`config.mk`:
```
export PLATFORM = sky130hd
export DESIGN_NAME = execute_unit
export DESIGN_NICKNAME = d
export VERILOG_FILES = /design/src/rtl/exec_pkg.sv /design/src/rtl/exec_mul_iter.sv /design/src/rtl/execute_unit.sv
export SDC_FILE = /design/constraint.sdc
export NUM_CORES = 1
export LEC_CHECK = 0
export BUFFER_PORTS_ARGS = -buffer_cell sky130_fd_sc_hd__buf_2
export CAP_MARGIN = 20
export CORE_AREA = 4 4 278 280
export DETAILED_ROUTE_END_ITERATION = 8
export DIE_AREA = 0 0 282 284
export SLEW_MARGIN = 10
export SYNTH_ARGS = -nofsm -noshare
export SYNTH_HDL_FRONTEND = slang
export SYNTH_SLANG_ARGS = --single-unit
```
`constraint.sdc`:
```
create_clock -name clk -period 4.1 [get_ports clk]
set_clock_uncertainty 0.1 [all_clocks]
set_input_delay 0.41 -clock clk [delete_from_list [all_inputs] [get_ports clk]]
set_output_delay 0.41 -clock clk [all_outputs]
set_load 0.02 [all_outputs]
```
`src/rtl/exec_pkg.sv`:
```
// Shared types and encodings for the execute stage: op classes, sub-op codes,
// FSM states and the load/store lane helper.
package exec_pkg;

    typedef enum logic [2:0] {
        OP_ALU    = 3'd0,
        OP_BRANCH = 3'd1,
        OP_JUMP   = 3'd2,
        OP_LOAD   = 3'd3,
        OP_STORE  = 3'd4,
        OP_MUL    = 3'd5
    } op_class_e;

    typedef enum logic [2:0] {
        S_IDLE,
        S_MEM_REQ,
        S_MEM_WAIT,
        S_MUL,
        S_RESP
    } state_e;

    localparam logic [2:0] F3_ADD  = 3'b000;
    localparam logic [2:0] F3_SLL  = 3'b001;
    localparam logic [2:0] F3_SLT  = 3'b010;
    localparam logic [2:0] F3_SLTU = 3'b011;
    localparam logic [2:0] F3_XOR  = 3'b100;
    localparam logic [2:0] F3_SRL  = 3'b101;
    localparam logic [2:0] F3_OR   = 3'b110;
    localparam logic [2:0] F3_AND  = 3'b111;

    localparam logic [2:0] BR_EQ  = 3'b000;
    localparam logic [2:0] BR_NE  = 3'b001;
    localparam logic [2:0] BR_LT  = 3'b100;
    localparam logic [2:0] BR_GE  = 3'b101;
    localparam logic [2:0] BR_LTU = 3'b110;
    localparam logic [2:0] BR_GEU = 3'b111;

    localparam logic [2:0] MEM_B  = 3'b000;
    localparam logic [2:0] MEM_H  = 3'b001;
    localparam logic [2:0] MEM_W  = 3'b010;
    localparam logic [2:0] MEM_D  = 3'b011;
    localparam logic [2:0] MEM_BU = 3'b100;
    localparam logic [2:0] MEM_HU = 3'b101;
    localparam logic [2:0] MEM_WU = 3'b110;

    // Byte lane of an access inside the data word; a 32-bit bus has only four lanes.
    function automatic logic [2:0] lane_off(input logic [2:0] addr_lo, input logic wide);
        return wide ? addr_lo : {1'b0, addr_lo[1:0]};
    endfunction

endpackage

```
`src/rtl/exec_mul_iter.sv`:
```
// Iterative shift-add multiplier: one multiplier bit per cycle, XLEN cycles,
// returns the low XLEN bits of a*b with a one-cycle done pulse.
module exec_mul_iter #(
    parameter int XLEN = 32
) (
    input  logic            clk,
    input  logic            reset,
    input  logic            start,
    input  logic [XLEN-1:0] a,
    input  logic [XLEN-1:0] b,
    output logic            busy,
    output logic            done,
    output logic [XLEN-1:0] product
);

    localparam int CW = $clog2(XLEN);

    logic [XLEN-1:0] acc;
    logic [XLEN-1:0] mcand;
    logic [XLEN-1:0] mplier;
    logic [CW-1:0]   cnt;

    // NOTE: sequential state uses non-blocking assignments so every register
    // samples the pre-edge values regardless of statement order.
    always_ff @(posedge clk) begin
        if (reset) begin
            busy   <= 1'b0;
            done   <= 1'b0;
            acc    <= '0;
            mcand  <= '0;
            mplier <= '0;
            cnt    <= '0;
        end else begin
            done <= 1'b0;
            if (start && !busy) begin
                busy   <= 1'b1;
                acc    <= '0;
                mcand  <= a;
                mplier <= b;
                cnt    <= '0;
            end else if (busy) begin
                if (mplier[0])
                    acc <= acc + mcand;
                mcand  <= mcand << 1;
                mplier <= mplier >> 1;
                cnt    <= cnt + 1'b1;
                if (cnt == CW'(XLEN - 1)) begin
                    busy <= 1'b0;
                    done <= 1'b1;
                end
            end
        end
    end

    assign product = acc;

endmodule

```
`src/rtl/execute_unit.sv`:
```
// Handshaked execute stage: ALU, branch/jump resolution, load/store port with
// wait states and an optional iterative multiplier, one instruction at a time.
module execute_unit
    import exec_pkg::*;
#(
    parameter int              XLEN     = 32,
    parameter bit              MUL_EN   = 1'b1,
    parameter logic [XLEN-1:0] RESET_PC = '0
) (
    input  logic              clk,
    input  logic              reset,
    input  logic              in_valid,
    output logic              in_ready,
    input  logic [2:0]        op_class,
    input  logic              is_reg,
    input  logic [XLEN-1:0]   operand_a,
    input  logic [XLEN-1:0]   operand_b,
    input  logic [XLEN-1:0]   imm,
    input  logic [XLEN-1:0]   store_data,
    input  logic [4:0]        dest_i,
    input  logic [2:0]        func3,
    input  logic              func7,
    input  logic [XLEN-1:0]   curr_pc,
    output logic              out_valid,
    input  logic              out_ready,
    output logic [XLEN-1:0]   result,
    output logic [4:0]        dest_o,
    output logic              wb_en,
    output logic [XLEN-1:0]   next_pc,
    output logic              redirect,
    output logic              trap,
    output logic              mem_req_valid,
    input  logic              mem_req_ready,
    output logic              mem_we,
    output logic [XLEN-1:0]   mem_addr,
    output logic [XLEN-1:0]   mem_wdata,
    output logic [XLEN/8-1:0] mem_wstrb,
    input  logic              mem_rsp_valid,
    input  logic [XLEN-1:0]   mem_rdata
);

    localparam int SHW   = $clog2(XLEN);
    localparam int STRBW = XLEN / 8;

    state_e          state;
    op_class_e       op;
    logic            accept;
    logic [XLEN-1:0] pc_plus4, br_target, jmp_target, acc_addr;
    logic [XLEN-1:0] alu_res, ld_shift, ld_val, mul_product;
    logic [SHW-1:0]  shamt;
    logic            br_taken, jmp_mis, acc_bad, acc_mis, mul_done;
    logic [7:0]      sz_mask;
    logic [2:0]      align_mask, lane_c, lane_q, ld_f3;

    assign op         = op_class_e'(op_class);
    assign in_ready   = (state == S_IDLE);
    assign accept     = in_ready && in_valid;
    assign pc_plus4   = curr_pc + XLEN'(4);
    assign br_target  = curr_pc + imm;
    assign shamt      = operand_b[SHW-1:0];
    assign acc_addr   = operand_a + imm;
    assign lane_c     = lane_off(acc_addr[2:0], XLEN == 64);
    assign jmp_target = is_reg ? ((operand_a + imm) & ~XLEN'(1)) : br_target;
    assign jmp_mis    = |jmp_target[1:0];
    assign acc_mis    = |(acc_addr[2:0] & align_mask);

    // NOTE: every always_comb output gets a default first so no path can infer a latch.
    always_comb begin
        alu_res = '0;
        case (func3)
            F3_ADD:  alu_res = func7 ? operand_a - operand_b : operand_a + operand_b;
            F3_SLL:  alu_res = operand_a << shamt;
            F3_SLT:  alu_res = XLEN'($signed(operand_a) < $signed(operand_b));
            F3_SLTU: alu_res = XLEN'(operand_a < operand_b);
            F3_XOR:  alu_res = operand_a ^ operand_b;
            F3_SRL:  alu_res = func7 ? XLEN'($signed(operand_a) >>> shamt) : operand_a >> shamt;
            F3_OR:   alu_res = operand_a | operand_b;
            F3_AND:  alu_res = operand_a & operand_b;
            default: alu_res = '0;
        endcase

        br_taken = 1'b0;
        case (func3)
            BR_EQ:   br_taken = (operand_a == operand_b);
            BR_NE:   br_taken = (operand_a != operand_b);
            BR_LT:   br_taken = ($signed(operand_a) < $signed(operand_b));
            BR_GE:   br_taken = ($signed(operand_a) >= $signed(operand_b));
            BR_LTU:  br_taken = (operand_a < operand_b);
            BR_GEU:  br_taken = (operand_a >= operand_b);
            default: br_taken = 1'b0;
        endcase

        sz_mask    = 8'h00;
        align_mask = 3'b000;
        acc_bad    = 1'b0;
        case (func3)
            MEM_B, MEM_BU:  begin sz_mask = 8'h01; align_mask = 3'b000; end
            MEM_H, MEM_HU:  begin sz_mask = 8'h03; align_mask = 3'b001; end
            MEM_W, MEM_WU:  begin sz_mask = 8'h0F; align_mask = 3'b011; end
            MEM_D: begin
                sz_mask    = 8'hFF;
                align_mask = 3'b111;
                acc_bad    = (XLEN != 64);
            end
            default: acc_bad = 1'b1;
        endcase
        // Stores only have the signed-size encodings.
        if (op == OP_STORE && func3[2])
            acc_bad = 1'b1;
    end

    assign ld_shift = mem_rdata >> {lane_q, 3'b000};

    always_comb begin
        case (ld_f3)
            MEM_B:   ld_val = XLEN'($signed(ld_shift[7:0]));
            MEM_BU:  ld_val = XLEN'(ld_shift[7:0]);
            MEM_H:   ld_val = XLEN'($signed(ld_shift[15:0]));
            MEM_HU:  ld_val = XLEN'(ld_shift[15:0]);
            MEM_W:   ld_val = XLEN'($signed(ld_shift[31:0]));
            MEM_WU:  ld_val = XLEN'(ld_shift[31:0]);
            default: ld_val = ld_shift;
        endcase
    end

    generate
        if (MUL_EN) begin : g_mul
            logic mul_busy;
            logic mul_start;
            assign mul_start = accept && (op == OP_MUL) && !mul_busy;
            exec_mul_iter #(.XLEN(XLEN)) u_mul (
                .clk     (clk),
                .reset   (reset),
                .start   (mul_start),
                .a       (operand_a),
                .b       (operand_b),
                .busy    (mul_busy),
                .done    (mul_done),
                .product (mul_product)
            );
        end else begin : g_no_mul
            assign mul_done    = 1'b0;
            assign mul_product = '0;
        end
    endgenerate

    always_ff @(posedge clk) begin
        if (reset) begin
            state         <= S_IDLE;
            out_valid     <= 1'b0;
            result        <= '0;
            dest_o        <= '0;
            wb_en         <= 1'b0;
            next_pc       <= RESET_PC;
            redirect      <= 1'b0;
            trap          <= 1'b0;
            mem_req_valid <= 1'b0;
            mem_we        <= 1'b0;
            mem_addr      <= '0;
            mem_wdata     <= '0;
            mem_wstrb     <= '0;
            ld_f3         <= '0;
            lane_q        <= '0;
        end else begin
            case (state)
                S_IDLE: if (accept) begin
                    dest_o    <= dest_i;
                    result    <= '0;
                    wb_en     <= 1'b0;
                    trap      <= 1'b0;
                    next_pc   <= pc_plus4;
                    redirect  <= 1'b0;
                    out_valid <= 1'b1;
                    state     <= S_RESP;
                    case (op)
                        OP_ALU: begin
                            result <= alu_res;
                            wb_en  <= (dest_i != 5'd0);
                        end
                        OP_BRANCH: if (br_taken) begin
                            next_pc  <= br_target;
                            redirect <= 1'b1;
                        end
                        OP_JUMP: begin
                            result   <= pc_plus4;
                            next_pc  <= jmp_target;
                            redirect <= 1'b1;
                            trap     <= jmp_mis;
                            wb_en    <= !jmp_mis && (dest_i != 5'd0);
                        end
                        OP_LOAD, OP_STORE: begin
                            if (acc_bad || acc_mis) begin
                                trap <= 1'b1;
                            end else begin
                                out_valid     <= 1'b0;
                                state         <= S_MEM_REQ;
                                mem_req_valid <= 1'b1;
                                mem_we        <= (op == OP_STORE);
                                mem_addr      <= acc_addr & ~XLEN'(STRBW - 1);
                                mem_wdata     <= store_data << {lane_c, 3'b000};
                                mem_wstrb     <= STRBW'(sz_mask << lane_c);
                                ld_f3         <= func3;
                                lane_q        <= lane_c;
                            end
                        end
                        OP_MUL: begin
                            if (MUL_EN) begin
                                out_valid <= 1'b0;
                                state     <= S_MUL;
                            end else begin
                                trap <= 1'b1;
                            end
                        end
                        default: trap <= 1'b1;
                    endcase
                end
                S_MEM_REQ: if (mem_req_ready) begin
                    mem_req_valid <= 1'b0;
                    if (mem_we) begin
                        out_valid <= 1'b1;
                        state     <= S_RESP;
                    end else begin
                        state <= S_MEM_WAIT;
                    end
                end
                S_MEM_WAIT: if (mem_rsp_valid) begin
                    result    <= ld_val;
                    wb_en     <= (dest_o != 5'd0);
                    out_valid <= 1'b1;
                    state     <= S_RESP;
                end
                S_MUL: if (mul_done) begin
                    result    <= mul_product;
                    wb_en     <= (dest_o != 5'd0);
                    out_valid <= 1'b1;
                    state     <= S_RESP;
                end
                S_RESP: if (out_ready) begin
                    out_valid <= 1'b0;
                    state     <= S_IDLE;
                end
                default: state <= S_IDLE;
            endcase
        end
    end

endmodule
```
==> flow_metrics.env, run 1 <==
export IMPL_status="finished, final reports clean"
export IMPL_cap_violations=0
export IMPL_power_density_nw_per_um2=328.4
export IMPL_synth_area_leaders="dfxtp_1 (19%), ha_1 (9.3%), a21oi_1 (7.6%), nor2_1 (7.0%), mux2i_1 (5.9%)"
export IMPL_syn_area_um2=26090
export IMPL_dr_wl_met3_um=14740
export IMPL_hp_start="out_ready"
export IMPL_min_delay_path_class="input pin to flip-flop"
export IMPL_wl_um=129100
export IMPL_ios=355
export IMPL_clockBufferDepth=3
export IMPL_dr_wl_met2_um=54150
export IMPL_synthDistinctLibCells=103
export IMPL_grt_pass1_wl_um=185200
export IMPL_drt_antenna_violating_nets=0
export IMPL_fin_tns_setup_ns=0
export IMPL_overflow=0
export IMPL_ys_ff_latch=252
export IMPL_crit_fanout=3
export IMPL_multi_input_area_um2=19550
export IMPL_ff2ff_setup_slack_ns=0.53
export IMPL_cts_htree_levels=2
export IMPL_min_to="state[2]"
export IMPL_yosysWarnings=0
export IMPL_syn_avg_cell_area_um2=7.392
export IMPL_min_path_cells=3
export IMPL_clk_pin_slew_worst_paths_ns=0.06
export IMPL_drive_above_1_share_pct=19.13
export IMPL_design_die_area_um2=80090
export IMPL_die_w_um=282
export IMPL_maxSlewViolCount=0
export IMPL_cts_sinks=252
export IMPL_async_flop_share_pct=0
export IMPL_tritoncts="done"
export IMPL_grt_pass1_vias=27267
export IMPL_areaGrowthSynthToFinish_pct=18.12
export IMPL_peakVddDrop_v=0.0002214
export IMPL_synthCells=3529
export IMPL_setup_violations=0
export IMPL_synth_ff_type="dfxtp_1"
export IMPL_wl_per_cell_um=26.54
export IMPL_grt_max_degree=92
export IMPL_num_vias=29810
export IMPL_row_count=100
export IMPL_leakage_uw=0.01294
export IMPL_io_buffers=352
export IMPL_worstReg2RegEnd="mem_wstrb[1]"
export IMPL_cts_resized=0
export IMPL_place_inst=4791
export IMPL_yosysTopAreaCell="dfxtp_1"
export IMPL_start_kind="input pin"
export IMPL_top_layer="met5"
export IMPL_timing_rr_start="state[1]"
export IMPL_crit_path_end_kind="flip-flop"
export IMPL_period_share_pct=88.61
export IMPL_fmax_mhz=275.2
export IMPL_hold_viol_final=0
export IMPL_dieHeight_um=284
export IMPL_cp_required_ns=4.48
export IMPL_yosys_area_top_type_share_pct=19.34
export IMPL_gp_congestion=1.065
export IMPL_yosysSeqAreaShare_pct=19.34
export IMPL_max_slew_margin_pct=28.81
export IMPL_drcViolationCount=0
export IMPL_rsz0062_at_grt="no"
export IMPL_start_util_pct=35.04
export IMPL_synth_edff_count=0
export IMPL_drt_iter0_drc=4037
export IMPL_antenna_found_initial=5
export IMPL_core_um2=74450
export IMPL_drt_pass1_iter_count=6
export IMPL_cts_inserted_buffers=35
export IMPL_final_nets=4272
export IMPL_wirelength_met1_um=52320
export IMPL_final_cells=4864
export IMPL_grt_use_total_pct=30.67
export IMPL_hpwl_um=101300
export IMPL_postCtsSetupBuffers=0
export IMPL_worstSetupPathType="input pin to flip-flop"
export IMPL_vias_per_cell=6.129
export IMPL_fillers=7688
export IMPL_cts_root_buf="clkbuf_16"
export IMPL_crit_arrival_ns=4.01
export IMPL_worstMarginPinSlew_ns=1.068
export IMPL_min_period_ns=3.633
export IMPL_regArea_um2=5049
export IMPL_clk_latency_ns=0.59
export IMPL_reg2reg_depth=8
-- cell usage after synthesis, types with 19 or more instances --
| cell type | count |
|---|---|
| o21bai_1 | 27 |
| ha_1 | 193 |
| buf_1 | 41 |
| inv_1 | 115 |
| a21oi_1 | 394 |
| buf_2 | 33 |
| a221oi_1 | 50 |
| xnor2_1 | 77 |
| mux2i_1 | 154 |
| nand2b_1 | 22 |
| o221ai_1 | 22 |
| a21o_1 | 65 |
| nor2b_1 | 42 |
| mux4_2 | 61 |
| o31ai_1 | 22 |
| nand2_1 | 325 |
| nand4_1 | 33 |
| nor3_1 | 87 |
| clkbuf_1 | 175 |
| o21a_1 | 19 |
| xor2_1 | 57 |
| o22ai_1 | 22 |
| nor2_1 | 488 |
| a31oi_1 | 24 |
| dfxtp_1 | 252 |
| nand3_1 | 68 |
| o211ai_1 | 33 |
| or3_1 | 31 |
| a211oi_1 | 106 |
| o21ai_0 | 203 |
-- what timing repair did --
item,4_1_cts,5_1_grt
hold buffers,4,0
setup endpoints to repair,0,0
hold endpoints to repair,4,0
-- cell type report --
type	instances	share of cell area [%]
Multi-Input combinational cell	2897	63.44
Sequential cell	252	16.39
Timing Repair Buffer	557	11.06
Tap cell	969	3.935
Clock buffer	51	3.366
Inverter	120	1.462
Clock inverter	12	0.3005
Antenna cell	6	0.04873
-- power by group --
part | total (µW) | switching [µW] | internal (µW)
registers | 2870 | 221 | 2650
logic | 4180 | 2730 | 1450
clock network | 3070 | 1300 | 1770
-- per-layer routing --
metal / vias to the layer above / track usage (%)
met5: - / 0
met3: 320 / 6.442
met2: 1792 / 45.33
li1: 13621 / -
met4: 2 / 14.79
met1: 14075 / 42.32
-- state kept, by name, indices dropped and copies added (netlist names) --
name / flops
g_mul.u_mul.mcand: 32
g_mul.u_mul.mplier: 32
g_mul.u_mul.product: 32
mem_wdata: 32
next_pc: 32
result: 32
mem_addr: 30
dest_o: 5
g_mul.u_mul.cnt: 5
mem_wstrb: 4
ld_f3: 3
state: 3
lane_q: 2
g_mul.u_mul.busy: 1
g_mul.u_mul.done: 1
mem_req_valid: 1
mem_we: 1
out_valid: 1
redirect: 1
trap: 1
wb_en: 1
-- worst max path at each step --
stage / startpoint / end / slack [ns] / cells after the start
floorplan: operand_b[3] / result[26] / 0.009 / 15
global placement: operand_a[25] / next_pc[28] / 0.04 / 15
detailed placement: operand_a[0] / result[18] / 0.06 / 15
CTS: state[1] / mem_wstrb[1] / 0.52 / 8
global route: state[1] / mem_wstrb[1] / 0.27 / 8
finish: operand_a[0] / result[18] / 0.47 / 15
-- logic make-up (layout without fill, tap and decap cells) --
family,count (synthesis),count (layout),synth area share (%)
and+or+nand+nor,1186,1186,20.29
AOI/OAI and AO/OA,1148,1148,28.59
buffers and inverters,381,740,5.842
DFF,252,252,19.34
muxes,229,229,11.78
adders and majority gates,198,198,9.641
xor gates and xnor gates,134,134,4.499
other,1,8,0.01438
-- stage by stage --
stage | setup slack, ns | util, % | instance area [µm²] | hold slack (ns) | total power, µW
finish | 0.4668 | 41.39 | 30810 | 0.05130 | 10120
global route | 0.2712 | 41.37 | 30800 | 0.04646 | 10510
CTS | 0.5209 | 41.37 | 30800 | 0.02800 | 10030
detailed placement | 0.05679 | 39.80 | 29630 | 0.3432 | 6945
global placement | 0.03713 | 39.80 | 29630 | 0.3411 | 6960
floorplan | 0.009381 | - | 26090 | 0.3444 | 5291
-- cell usage in the layout, fill, tap and decap left out, types with 50 or more instances in the layout --
cell	instances
ha_1	193
o21ai_0	203
inv_1	114
a21oi_1	394
mux4_2	61
a221oi_1	50
buf_2	350
a211oi_1	106
a21o_1	65
nand2_1	325
nor2_1	488
nor3_1	85
buf_4	195
dfxtp_1	251
mux2i_1	154
nand3_1	68
xnor2_1	77
xor2_1	57
-- worst max-delay path: stages --
cell and delay [ns]:
buf_2 0.13, buf_4 0.15, ha_1 0.24, fa_1 0.40, a211oi_1 0.40, o21ai_2 0.15, a221oi_2 0.30, o41a_1 0.27
buf_4 0.14, or2_1 0.09, a32oi_1 0.06, xnor2_1 0.19, a211oi_1 0.70, o21ai_1 0.15, a211oi_1 0.21
Note: power is estimated with default switching activity, not from simulation.
==> inputs of run 2 (changes only) <==
- CORE_AREA: 4 4 278 280 -> 2 2 276 278
- DIE_AREA: 0 0 282 284 -> 0 0 278 280
==> flow_metrics.env, run 2 (same netlist as run 1, synthesis figures left out) <==
export IMPL_gp_congestion=1.055
export IMPL_clk_latency_ns=0.57
export IMPL_die_w_um=278
export IMPL_grt_use_total_pct=32.34
export IMPL_rsz0062_at_grt="no"
export IMPL_worstSetupPathType="flip-flop to flip-flop"
export IMPL_final_core_util_pct=41.12
export IMPL_ff2ff_setup_slack_ns=0.51
export IMPL_reg2reg_depth=9
export IMPL_postCtsSetupBuffers=0
export IMPL_cts_htree_levels=2
export IMPL_drive_above_1_share_pct=19.40
export IMPL_final_common_cell="nor2_1"
export IMPL_min_delay_path_class="input pin to flip-flop"
export IMPL_tritoncts="done"
export IMPL_min_to="dest_o[4]"
export IMPL_cts_root_buf="clkbuf_16"
export IMPL_status="finished, final reports clean"
export IMPL_drt_antenna_violating_nets=0
export IMPL_busiest_layer="met2"
export IMPL_drcViolationCount=0
export IMPL_row_count=101
export IMPL_power_total_uw=10200
export IMPL_cts_inserted_buffers=34
export IMPL_place_inst=4814
export IMPL_crit_fanout=15
export IMPL_power_density_nw_per_um2=329.9
export IMPL_max_slew_margin_pct=31.57
export IMPL_vias_per_cell=6.053
export IMPL_min_period_ns=3.589
export IMPL_hold_viol_final=0
export IMPL_peakVddDrop_v=0.0002620
export IMPL_final_cell_mix="nor2_1 (488), a21oi_1 (394), buf_2 (350), nand2_1 (325), dfxtp_1 (251)"
export IMPL_clockBufferDepth=3
export IMPL_cts_sinks=252
export IMPL_io_buffers=352
export IMPL_met3_usage_pct=6.495
export IMPL_dieHeight_um=280
export IMPL_setup_violations=0
export IMPL_grt_pass1_vias=26928
export IMPL_drt_iter0_drc=3441
export IMPL_timing_rr_start="lane_q[0]"
export IMPL_core_um2=75190
export IMPL_crit_arrival_ns=3.89
export IMPL_wl_um=131200
export IMPL_start_util_pct=34.69
export IMPL_met1_usage_pct=43.59
export IMPL_drt_pass1_iter_count=8
export IMPL_grt_pass1_wl_um=187000
export IMPL_worstMarginPinSlew_ns=1.026
export IMPL_final_cells=4879
export IMPL_areaGrowthSynthToFinish_pct=18.53
export IMPL_final_nets=4284
export IMPL_worstReg2RegEnd="result[31]"
export IMPL_overflow=0
export IMPL_cap_violations=0
export IMPL_leakage_uw=0.01300
export IMPL_hpwl_um=102300
export IMPL_fin_tns_setup_ns=0
export IMPL_clk_pin_slew_worst_paths_ns=0.06
export IMPL_cp_required_ns=4.41
export IMPL_fmax_mhz=278.7
export IMPL_hp_start="dest_i[4]"
export IMPL_maxSlewViolCount=0
export IMPL_grt_max_degree=103
export IMPL_min_path_cells=3
export IMPL_wl_per_cell_um=26.89
export IMPL_antenna_found_initial=6
export IMPL_num_vias=29535
export IMPL_crit_path_end_kind="flip-flop"
export IMPL_ios=355
export IMPL_design_die_area_um2=77840
export IMPL_grtUsageMet2_pct=49.03
export IMPL_start_kind="flip-flop"
export IMPL_holdWs_ns=0.01647
export IMPL_period_share_pct=87.53
==> run 2: cell types whose count changed in the layout (fill, tap and decap cells not counted), moves of 2 or more <==
cell	delta
clkinvlp_4	-2
clkinv_2	+3
bufinv_16	+3
buf_12	+2
buf_4	+12
clkbuf_1	-2
clkbuf_8	-4
diode_2	-2
==> run 2: worst max path at each step <==
stage | startpoint | end | slack (ns) | depth (start not counted)
6_report | lane_q[0] | result[31] | 0.51 | 9
5_1_grt | g_mul.u_mul.product[11] | g_mul.u_mul.product[30] | 0.41 | 11
4_1_cts | g_mul.u_mul.product[11] | g_mul.u_mul.product[30] | 0.60 | 11
3_5_place_dp | operand_a[23] | next_pc[25] | 0.17 | 16
3_3_place_gp | operand_a[27] | next_pc[0] | 0.20 | 15
2_1_floorplan | operand_b[3] | result[26] | 0.009 | 15
==> run 2: power breakdown <==
group / switching (µW) / internal (µW) / total (µW)
clock: 1270 / 1820 / 3090
sequential: 226 / 2650 / 2870
combinational: 2770 / 1470 / 4230
total: 4260 / 5940 / 10200
==> run 2: layer usage <==
metal | vias to the layer above | routed length [µm] | part of all wire [%]
li1 | 13632 | - | -
met1 | 14074 | 54970 | 42
met2 | 1569 | 55600 | 42
met3 | 256 | 12910 | 9.8
met4 | 4 | 7718 | 5.9
met5 | - | 27 | 0.021
==> run 2: worst max-delay path, stage by stage, from the launching register on <==
cell and delay [ns]:
dfxtp_1 0.45, mux2_1 0.38, a21oi_1 0.41, nor2b_1 0.19, a211oi_1 0.07, o21a_1 0.37, a221oi_1 0.76, o21ai_0 0.38
a21oi_1 0.22, a211oi_1 0.08
==> run 2: final cells by class <==
type | count | area, µm²
timing repair buffer | 570 | 3527
sequential | 252 | 5049
inverter | 120 | 450.4
multi-input combinational | 2897 | 19550
fill | 7937 | 44270
antenna | 4 | 10.01
tap | 978 | 1224
clock buffer | 44 | 949.7
clock inverter | 14 | 157.7
==> run 2: repair_timing <==
action | 4_1_cts | 5_1_grt
hold buffers | 3 | 0
hold endpoints to repair | 3 | 0
resized for setup | 0 | 0
setup endpoints to repair | 0 | 0
==> run 2: through the flow <==
step                area, µm²  worst slack [ns]
finish                  30920            0.5114
global route            30910            0.4145
CTS                     30910            0.6039
detailed placement      29770            0.1738
global placement        29770            0.2012
floorplan               26090          0.009381
